==> src/rtl/serial_pkg.sv <==
// Shared definitions for the serial receiver: receive FSM states and default geometry.
// The parity state only exists when SERIAL_RX_PARITY_EN is defined.
package serial_pkg;

   localparam int unsigned DEFAULT_OVERSAMPLE = 8;
   localparam int unsigned DEFAULT_DATA_BITS  = 8;

   typedef enum logic [2:0] {
      StIdle     = 3'd0,
      StStart    = 3'd1,
      StData     = 3'd2,
`ifdef SERIAL_RX_PARITY_EN
      StParity   = 3'd3,
`endif
      StStop     = 3'd4,
      StWaitIdle = 3'd5
   } rx_state_e;

endpackage

==> src/rtl/serial_sync.sv <==
// Two-flop synchronizer for the asynchronous serial line; both flops reset to the idle level.
module serial_sync (
   input  logic clock,
   input  logic reset_n,
   input  logic async_in,
   output logic sync_out
);

   logic meta;

   always_ff @(posedge clock) begin
      if (!reset_n) begin
         meta     <= 1'b1;
         sync_out <= 1'b1;
      end else begin
         meta     <= async_in;
         sync_out <= meta;
      end
   end

endmodule

==> src/rtl/serial_receiver.sv <==
// Oversampling UART receiver with a one-entry holding register and valid/ready handoff.
// Optional even-parity checking is compiled in with SERIAL_RX_PARITY_EN.
module serial_receiver
   import serial_pkg::*;
#(
   parameter int unsigned DATA_BITS  = DEFAULT_DATA_BITS,
   parameter int unsigned OVERSAMPLE = DEFAULT_OVERSAMPLE
) (
   input  logic                 Clock,
   input  logic                 ResetN,
   input  logic                 OversampleTick,
   input  logic                 Rx,
   output logic [DATA_BITS-1:0] RxData,
   output logic                 RxValid,
   input  logic                 RxReady,
   output logic                 FramingError,
   output logic                 ParityError,
   output logic                 Overrun,
   output logic                 Busy
);

   localparam int unsigned CNT_W = $clog2(OVERSAMPLE);
   localparam int unsigned IDX_W = (DATA_BITS > 1) ? $clog2(DATA_BITS) : 1;
   localparam logic [CNT_W-1:0] HALF_LAST = CNT_W'(OVERSAMPLE / 2 - 1);
   localparam logic [CNT_W-1:0] BIT_LAST  = CNT_W'(OVERSAMPLE - 1);
   localparam logic [IDX_W-1:0] IDX_LAST  = IDX_W'(DATA_BITS - 1);

   rx_state_e            state;
   logic [CNT_W-1:0]     tick_cnt;
   logic [IDX_W-1:0]     bit_idx;
   logic [DATA_BITS-1:0] shift;
   logic                 rx_sync;
   logic                 handshake;
   logic                 frame_bad;

   serial_sync u_sync (
      .clock    (Clock),
      .reset_n  (ResetN),
      .async_in (Rx),
      .sync_out (rx_sync)
   );

   assign handshake = RxValid && RxReady;
   assign Busy      = (state != StIdle);

`ifdef SERIAL_RX_PARITY_EN
   logic par_bad;
   assign frame_bad = par_bad;
`else
   assign frame_bad   = 1'b0;
   assign ParityError = 1'b0;
`endif

   always_ff @(posedge Clock) begin
      if (!ResetN) begin
         state        <= StIdle;
         tick_cnt     <= '0;
         bit_idx      <= '0;
         shift        <= '0;
         RxData       <= '0;
         RxValid      <= 1'b0;
         FramingError <= 1'b0;
         Overrun      <= 1'b0;
`ifdef SERIAL_RX_PARITY_EN
         par_bad      <= 1'b0;
         ParityError  <= 1'b0;
`endif
      end else begin
         FramingError <= 1'b0;
`ifdef SERIAL_RX_PARITY_EN
         ParityError  <= 1'b0;
`endif
         // A delivery later in this block overrides the handshake clear of RxValid.
         if (handshake) begin
            RxValid <= 1'b0;
            Overrun <= 1'b0;
         end
         if (OversampleTick) begin
            unique case (state)
               StIdle: begin
                  if (!rx_sync) begin
                     state    <= StStart;
                     tick_cnt <= '0;
                  end
               end
               StStart: begin
                  if (tick_cnt == HALF_LAST) begin
                     tick_cnt <= '0;
                     bit_idx  <= '0;
                     state    <= rx_sync ? StIdle : StData;
                  end else begin
                     tick_cnt <= tick_cnt + CNT_W'(1);
                  end
               end
               StData: begin
                  if (tick_cnt == BIT_LAST) begin
                     tick_cnt <= '0;
                     shift    <= {rx_sync, shift[DATA_BITS-1:1]};
                     if (bit_idx == IDX_LAST) begin
`ifdef SERIAL_RX_PARITY_EN
                        state <= StParity;
`else
                        state <= StStop;
`endif
                     end else begin
                        bit_idx <= bit_idx + IDX_W'(1);
                     end
                  end else begin
                     tick_cnt <= tick_cnt + CNT_W'(1);
                  end
               end
`ifdef SERIAL_RX_PARITY_EN
               StParity: begin
                  if (tick_cnt == BIT_LAST) begin
                     tick_cnt <= '0;
                     par_bad  <= (rx_sync != ^shift);
                     state    <= StStop;
                  end else begin
                     tick_cnt <= tick_cnt + CNT_W'(1);
                  end
               end
`endif
               StStop: begin
                  if (tick_cnt == BIT_LAST) begin
                     tick_cnt <= '0;
`ifdef SERIAL_RX_PARITY_EN
                     ParityError <= par_bad;
`endif
                     if (!rx_sync) begin
                        FramingError <= 1'b1;
                        state        <= StWaitIdle;
                     end else begin
                        state <= StIdle;
                        if (!frame_bad) begin
                           if (!RxValid || RxReady) begin
                              RxData  <= shift;
                              RxValid <= 1'b1;
                           end else begin
                              Overrun <= 1'b1;
                           end
                        end
                     end
                  end else begin
                     tick_cnt <= tick_cnt + CNT_W'(1);
                  end
               end
               // Hold off a line break so it cannot retrigger a start bit.
               StWaitIdle: begin
                  if (rx_sync) begin
                     state <= StIdle;
                  end
               end
               default: state <= StIdle;
            endcase
         end
      end
   end

endmodule
==> config.mk <==
export PLATFORM = sky130hd
export DESIGN_NAME = serial_receiver
export DESIGN_NICKNAME = d
export VERILOG_FILES = /design/src/rtl/serial_pkg.sv /design/src/rtl/serial_sync.sv /design/src/rtl/serial_receiver.sv
export SDC_FILE = /design/constraint.sdc
export NUM_CORES = 1
export LEC_CHECK = 0
export ABC_AREA = 1
export CAP_MARGIN = 20
export CORE_ASPECT_RATIO = 1.25
export CORE_MARGIN = 2
export CORE_UTILIZATION = 49
export CTS_CLUSTER_DIAMETER = 80
export DETAILED_ROUTE_END_ITERATION = 12
export PLACE_DENSITY = 0.83
export SYNTH_ARGS = -nofsm -noshare
export SYNTH_HDL_FRONTEND = slang
export SYNTH_SLANG_ARGS = --single-unit
==> constraint.sdc <==
create_clock -name Clock -period 1.85 [get_ports Clock]
set_clock_uncertainty 0.2 [all_clocks]
set_input_delay 0.4625 -clock Clock [delete_from_list [all_inputs] [get_ports Clock]]
set_output_delay 0.4625 -clock Clock [all_outputs]
set_load 0.005 [all_outputs]
==> impl_metrics.toml, run 1 <==
[setup_path]
rr_worst_depth = 9
cp_num_cells = 1
critical_path.top_delay_family = "buffers and inverters"
critical_path.startpoint_type = "register"
critical_path_class = "register to output port"
regToRegEndpoint = "RxData[6]"
rrSetupSlack_ns = 0.14
setup.worst_path.end_class = "output port"
origin_of_the_worst_setup_path = "RxData[3]"
path_buf_inv = 1
cp_max_fo = 2
r2r-start = "tick_cnt[1]"
path_cells = "clkdlybuf4s50_1"
worstSetupEndpoint = "RxData[3]"
crit_path_top_delay_cell = "sky130_fd_sc_hd__clkdlybuf4s50_1"
critPathMaxStageDelay_ns = 0.49
critical_path_required_ns = 1.19
timing.critical_path.arrival_ns = 1.14

[detailed_routing]
vias = 1407
drt_first_pass_iters = 4
drtIter0Drc = 44
routed_via_density = 5.043
post_drt_wl_per_cell_um = 11.77
finalWirelength_mm = 3.283
drc_viols = 0
ant_nets = 0

[die]
die_height_um = 66.35
fp.dieW_um = 53.88
core_region_area_sq_mm = 0.002945
initial_core_util_pct = 51.74
fp-row-count = 22
boundaryPins = 18
die_area_sq_mm = 0.003575

[power]
vdd.ir_drop.worst_v = 0.0007896
p_total_mw = 1.764
power_density_relative_to_cell_area_mw_per_mm2 = 926.4
power.static_leakage_nw = 0.9996

[timing]
max_clock_freq_ghz = 0.5548
final_max_slew_viol_count = 0
setup-tns-final_ns = 0
rsz_0062_raised_after_global_routing = "yes"
final_min_period_over_clock_period_pct = 97.43
period_needed_ns = 1.802
report.final.setup_viol = 0
timing_hold_violations_final = 0

[synth]
synth_top_flop_cell = "sky130_fd_sc_hd__dfxtp_1"
most_frequent_cells_after_synthesis = "sky130_fd_sc_hd__nand2_1, sky130_fd_sc_hd__nor2_1, sky130_fd_sc_hd__dfxtp_1"
synth_enable_flop_cells = 0
synthArstFlopShare_pct = 0
synth_warnings = 0
synth-seq-cells = 30
yosys.cell_types.count = 23
synthesized_nets = 221
post-synth-top-count-cell = "sky130_fd_sc_hd__nand2_1"
yosysSeqAreaShare_pct = 39.41
synthesis.area_per_instance_sq_um = 7.292
synthCells = 209
synth.area.top_cells = "sky130_fd_sc_hd__dfxtp_1, sky130_fd_sc_hd__nand2_1, sky130_fd_sc_hd__nor2_1"
synth_largest_area_cell = "sky130_fd_sc_hd__dfxtp_1"
synthesized_cell_area_sq_mm = 0.001524
synth_top_cell_area_share_pct = 39.41

[place]
gp_congestion = 0.8751
place_hpwl_mm = 2.401
place_area_sq_mm = 0.001800
post-place-cells = 270
port-buffer-count = 16

[final_layout]
final_core_util_pct = 64.66
post_route_cells_drive_above_1_share_pct = 22.63
final_design_area_no_fill_sq_mm = 0.001904
antenna-diode-count = 0
fin_nets = 254
flow.area_growth_from_synthesis_pct = 24.96
fillers = 247
instances_no_fill = 279

[flow_run]
maxCapViolCount = 0

[global_route]
grt_use_total_pct = 21.59
grt_pass1_vias = 1404
grt_antenna_before_repair = 0
first_pass_grt_wire_length_mm = 5.685
gr-total-overflow = 0
grt_start_max_net_pins = 17

[clock_network]
root_buffer = "sky130_fd_sc_hd__clkbuf_4"
cts_buffers = 5
numClockSinks = 30
htree_levels = 2
clkTransAtPathRegs_ns = 0.10
cts_hold_repair.buffers = 0
tritoncts = "yes"
clock_latency_at_the_later_pin_of_the_worst_skew_pair_ns = 0.33
cts-root-to-sink-buffers = 2

[outcome]
run_status = "finished clean"

[hold_path]
worstHoldPathType = "register to register"
-- where the power goes --
part	switching [mW]	total, mW	internal, mW
Sequential	0.0356	0.729	0.693
Clock	0.231	0.414	0.183
Combinational	0.384	0.622	0.237
Total	0.651	1.76	1.11
-- registers in the layout (all words and copies together), names as in the netlist, named ones only --
name and cells:
shift 8, state 3, u_sync.sync_out 1, u_sync.meta 1
bit_idx 3, FramingError 1, tick_cnt 3, RxValid 1
RxData 8
-- final cells by class --
| cell class | instances | area (sq um) | area share [%] |
|---|---|---|---|
| multi-input cells | 154 | 810.8 | 42.58 |
| flip-flops and latches | 30 | 614.3 | 32.26 |
| repair buffers | 32 | 299.0 | 15.70 |
| inverters | 19 | 71.32 | 3.745 |
| clock buffers | 6 | 51.30 | 2.694 |
| well taps | 36 | 45.04 | 2.365 |
| clock inverters | 2 | 12.51 | 0.6570 |
-- repair_timing --
action                                  in CTS  in global routing
endpoints found under the hold margin        0                  0
setup buffers                                1                  0
endpoints found under the setup margin       4                 21
resized for setup                            7                 16
-- cells by family (layout without fill, tap and decap cells) --
group	Yosys count	count (layout)	share of synthesized area, %
and+or+nand+nor	119	119	38.34
DFF	30	30	39.41
AOI/OAI and AO/OA	27	27	8.867
buffers and inverters	25	59	7.389
adders and majority gates	7	7	5.747
other	1	1	0.2461
-- how the worst min path moves through the flow --
| stage | cells past startpoint | start | end |
|---|---|---|---|
| global route | 1 | u_sync.meta | u_sync.sync_out |
| floorplan | 1 | u_sync.meta | u_sync.sync_out |
| finish | 1 | u_sync.meta | u_sync.sync_out |
| detailed placement | 1 | u_sync.meta | u_sync.sync_out |
| global placement | 1 | u_sync.meta | u_sync.sync_out |
| CTS | 1 | u_sync.meta | u_sync.sync_out |
-- stage by stage --
stage	hold WS [ns]	setup WS, ns
2_1_floorplan	0.1925	0.1147
3_3_place_gp	0.1951	-0.06780
3_5_place_dp	0.2172	-0.1040
4_1_cts	0.2231	0.002438
5_1_grt	0.2255	0.006618
6_report	0.2287	0.04761
-- cells in the final DEF (no fill, tap or decap), types with 7 or more instances in the layout --
master	instances
sky130_fd_sc_hd__a21oi_1	17
sky130_fd_sc_hd__nor2_4	7
sky130_fd_sc_hd__buf_4	16
sky130_fd_sc_hd__dlymetal6s2s_1	8
sky130_fd_sc_hd__o21ai_0	8
sky130_fd_sc_hd__dfxtp_1	19
sky130_fd_sc_hd__nand2_1	45
sky130_fd_sc_hd__ha_1	7
sky130_fd_sc_hd__nor2_1	34
sky130_fd_sc_hd__dfxtp_2	11
sky130_fd_sc_hd__nand3_1	21
sky130_fd_sc_hd__clkdlybuf4s50_1	7
sky130_fd_sc_hd__inv_1	15
-- per-layer routing --
metal,vias to the layer above,track usage [%],wire [um]
li1,735,-,-
met1,632,23.84,1367
met2,29,36.28,1685
met3,11,5.656,126
met4,0,11.86,104
met5,-,0,0
Note: power is estimated with default switching activity, not from simulation.
==> run 2: changes to the inputs <==
--- a/config.mk
+++ b/config.mk
@@ -13,6 +13,7 @@
 export CTS_CLUSTER_DIAMETER = 80
 export DETAILED_ROUTE_END_ITERATION = 12
 export PLACE_DENSITY = 0.83
+export SETUP_SLACK_MARGIN = 0.3
 export SYNTH_ARGS = -nofsm -noshare
 export SYNTH_HDL_FRONTEND = slang
 export SYNTH_SLANG_ARGS = --single-unit
==> run 2 against run 1 <==
Core utilization increased by 13 points. Sequential share of layout area is 4.6 points lower. Final area increased by 20%. Non-clock buffer count grew 15. Register-to-register slack improved by 0.04 ns. Die area unchanged. Via count up 7.4%. Power is 14% higher. Critical endpoint is now RxData[1]. Largest power group is now combinational cells. Highest routed layer unchanged.
==> impl_metrics.toml, run 2 (synthesis results as in run 1) <==
[outcome]
run_status = "finished clean"

[flow_run]
maxCapViolCount = 0

[die]
core_region_area_sq_mm = 0.002945
initial_core_util_pct = 51.74
die_height_um = 66.35
die_area_sq_mm = 0.003575
fp.dieW_um = 53.88
boundaryPins = 18
fp-row-count = 22

[power]
power_density_relative_to_cell_area_mw_per_mm2 = 882.9
vdd.ir_drop.worst_v = 0.0006592
power.static_leakage_nw = 0.9739

[final_layout]
flow.area_growth_from_synthesis_pct = 49.42
final_core_util_pct = 77.32
post_route_cells_drive_above_1_share_pct = 52.90
biggestRegsByFlops = "RxData: 8 flops, shift: 8 flops"
final_design_area_no_fill_sq_mm = 0.002277
fin_nets = 270
fillers = 189
antenna-diode-count = 0
layout.cells.most_common = "sky130_fd_sc_hd__nand2_1"
instances_no_fill = 295
most-common-layout-cells = "sky130_fd_sc_hd__nand2_1, sky130_fd_sc_hd__nor2_1, sky130_fd_sc_hd__buf_4, sky130_fd_sc_hd__dfxtp_2, sky130_fd_sc_hd__inv_1"

[clock_network]
root_buffer = "sky130_fd_sc_hd__clkbuf_4"
cts_buffers = 5
clkTransAtPathRegs_ns = 0.09
cts_hold_repair.buffers = 0
tritoncts = "yes"
cts-root-to-sink-buffers = 2
htree_levels = 2
clock_latency_at_the_later_pin_of_the_worst_skew_pair_ns = 0.33
numClockSinks = 30

[timing]
report.final.setup_viol = 0
max_clock_freq_ghz = 0.6005
worst_slack_ns = 0.1847
rsz_0062_raised_after_global_routing = "yes"
final_max_slew_viol_count = 0
setup-tns-final_ns = 0
period_needed_ns = 1.665
timing_hold_violations_final = 0
final_min_period_over_clock_period_pct = 90.02

[setup_path]
critical_path_required_ns = 1.90
critical_path_class = "register to register"
rr_worst_depth = 9
crit_path_top_delay_cell = "sky130_fd_sc_hd__dfxtp_2"
rrSetupSlack_ns = 0.18
cp_max_fo = 4
critical_path.startpoint_type = "register"
path_cells = "ha_4 -> ha_4 -> nand2_4 -> clkinv_4 -> nand4_4 -> nor2_4 -> buf_6 -> o21ai_2 -> nor2_1"
critPathMaxStageDelay_ns = 0.36
timing.critical_path.arrival_ns = 1.72
crit_top_cell = "sky130_fd_sc_hd__ha_4"
regToRegEndpoint = "RxData[1]"
path_buf_inv = 2
setup.worst_path.end_class = "register"
r2r-start = "tick_cnt[1]"
critical_path.top_delay_family = "simple AND/OR/NAND/NOR gates"

[place]
port-buffer-count = 16
placement.setup.worst_slack_ns = -0.1037
post-place-cells = 269
place_area_sq_mm = 0.001833
gp_congestion = 0.8043
place_hpwl_mm = 2.231

[detailed_routing]
drtIter0Drc = 36
routed_via_density = 5.122
drt_first_pass_iters = 4
vias = 1511
finalWirelength_mm = 4.027
post_drt_wl_per_cell_um = 13.65
ant_nets = 0
drc_viols = 0

[global_route]
grt_use_total_pct = 21.61
grt_antenna_before_repair = 0
gr-total-overflow = 0
grt_pass1_vias = 1349
grt_start_max_net_pins = 17
first_pass_grt_wire_length_mm = 5.602

[hold_path]
worstHoldPathType = "register to register"
min_to = "u_sync.sync_out"
hold-path-cell-count = 1
worst_hold_startpoint = "u_sync.meta"
run 2: cell types whose count changed in the layout (fill, tap and decap cells not counted), sizes merged, moves of 4 or more:
cell           delta
clkdlybuf4s50     -4
clkbuf           +12
buf              +16
dlymetal6s2s      -8
run 2: timing repair:
item / CTS / global route
setup endpoints to repair: 34 / 38
buffers inserted: 5 / 12
resized for setup: 69 / 59
cloned: 1 / 0
pin swaps: 14 / 30
run 2: report_power, final:
part / total (mW) / internal (mW) / switching [mW]
Clock: 0.483 / 0.260 / 0.224
Combinational: 0.776 / 0.291 / 0.485
Sequential: 0.751 / 0.699 / 0.0518
run 2: worst max-delay path by stage:
stage,slack (ns),from,depth (start not counted),end
after floorplan,0.30,tick_cnt[0],9,RxData[0]
after global placement,-0.09,OversampleTick,8,RxData[0]
after detailed placement,-0.10,OversampleTick,8,RxData[4]
after CTS,0.22,state[2],3,Busy
after global routing,0.11,tick_cnt[1],9,RxData[1]
final,0.18,tick_cnt[1],9,RxData[1]
run 2: worst reg2reg max path: stages (launching register included):
cell	delay, ns
sky130_fd_sc_hd__dfxtp_2	0.36
sky130_fd_sc_hd__ha_4	0.16
sky130_fd_sc_hd__ha_4	0.15
sky130_fd_sc_hd__nand2_4	0.06
sky130_fd_sc_hd__clkinv_4	0.06
sky130_fd_sc_hd__nand4_4	0.08
sky130_fd_sc_hd__nor2_4	0.21
sky130_fd_sc_hd__buf_6	0.15
sky130_fd_sc_hd__o21ai_2	0.05
sky130_fd_sc_hd__nor2_1	0.12
run 2: routing by layer:
| metal | share of wire, % | track usage (%) | vias up | wire [um] |
|---|---|---|---|---|
| li1 | - | - | 764 | - |
| met1 | 40 | 23.07 | 703 | 1625 |
| met2 | 54 | 37.35 | 35 | 2160 |
| met3 | 3.9 | 6.787 | 9 | 157 |
| met4 | 2.1 | 9.936 | 0 | 84 |
| met5 | 0 | 0 | - | 0 |
run 2: area by class of cell:
cell class / instances / area (sq um) / share of cell area, %
Sequential cell: 30 / 629.4 / 27.64
Inverter: 19 / 83.83 / 3.681
Clock buffer: 8 / 78.83 / 3.462
Tap cell: 36 / 45.04 / 1.978
Timing Repair Buffer: 47 / 355.3 / 15.60
Multi-Input combinational cell: 155 / 1085 / 47.64
run 2: metrics by stage:
| stage | hold WS (ns) | power, mW |
|---|---|---|
| final | 0.2204 | 2.010 |
| after global placement | 0.1997 | 1.361 |
| after global routing | 0.2482 | 2.129 |
| after floorplan | 0.1925 | 1.225 |
| after CTS | 0.2224 | 1.874 |
| after detailed placement | 0.2006 | 1.375 |
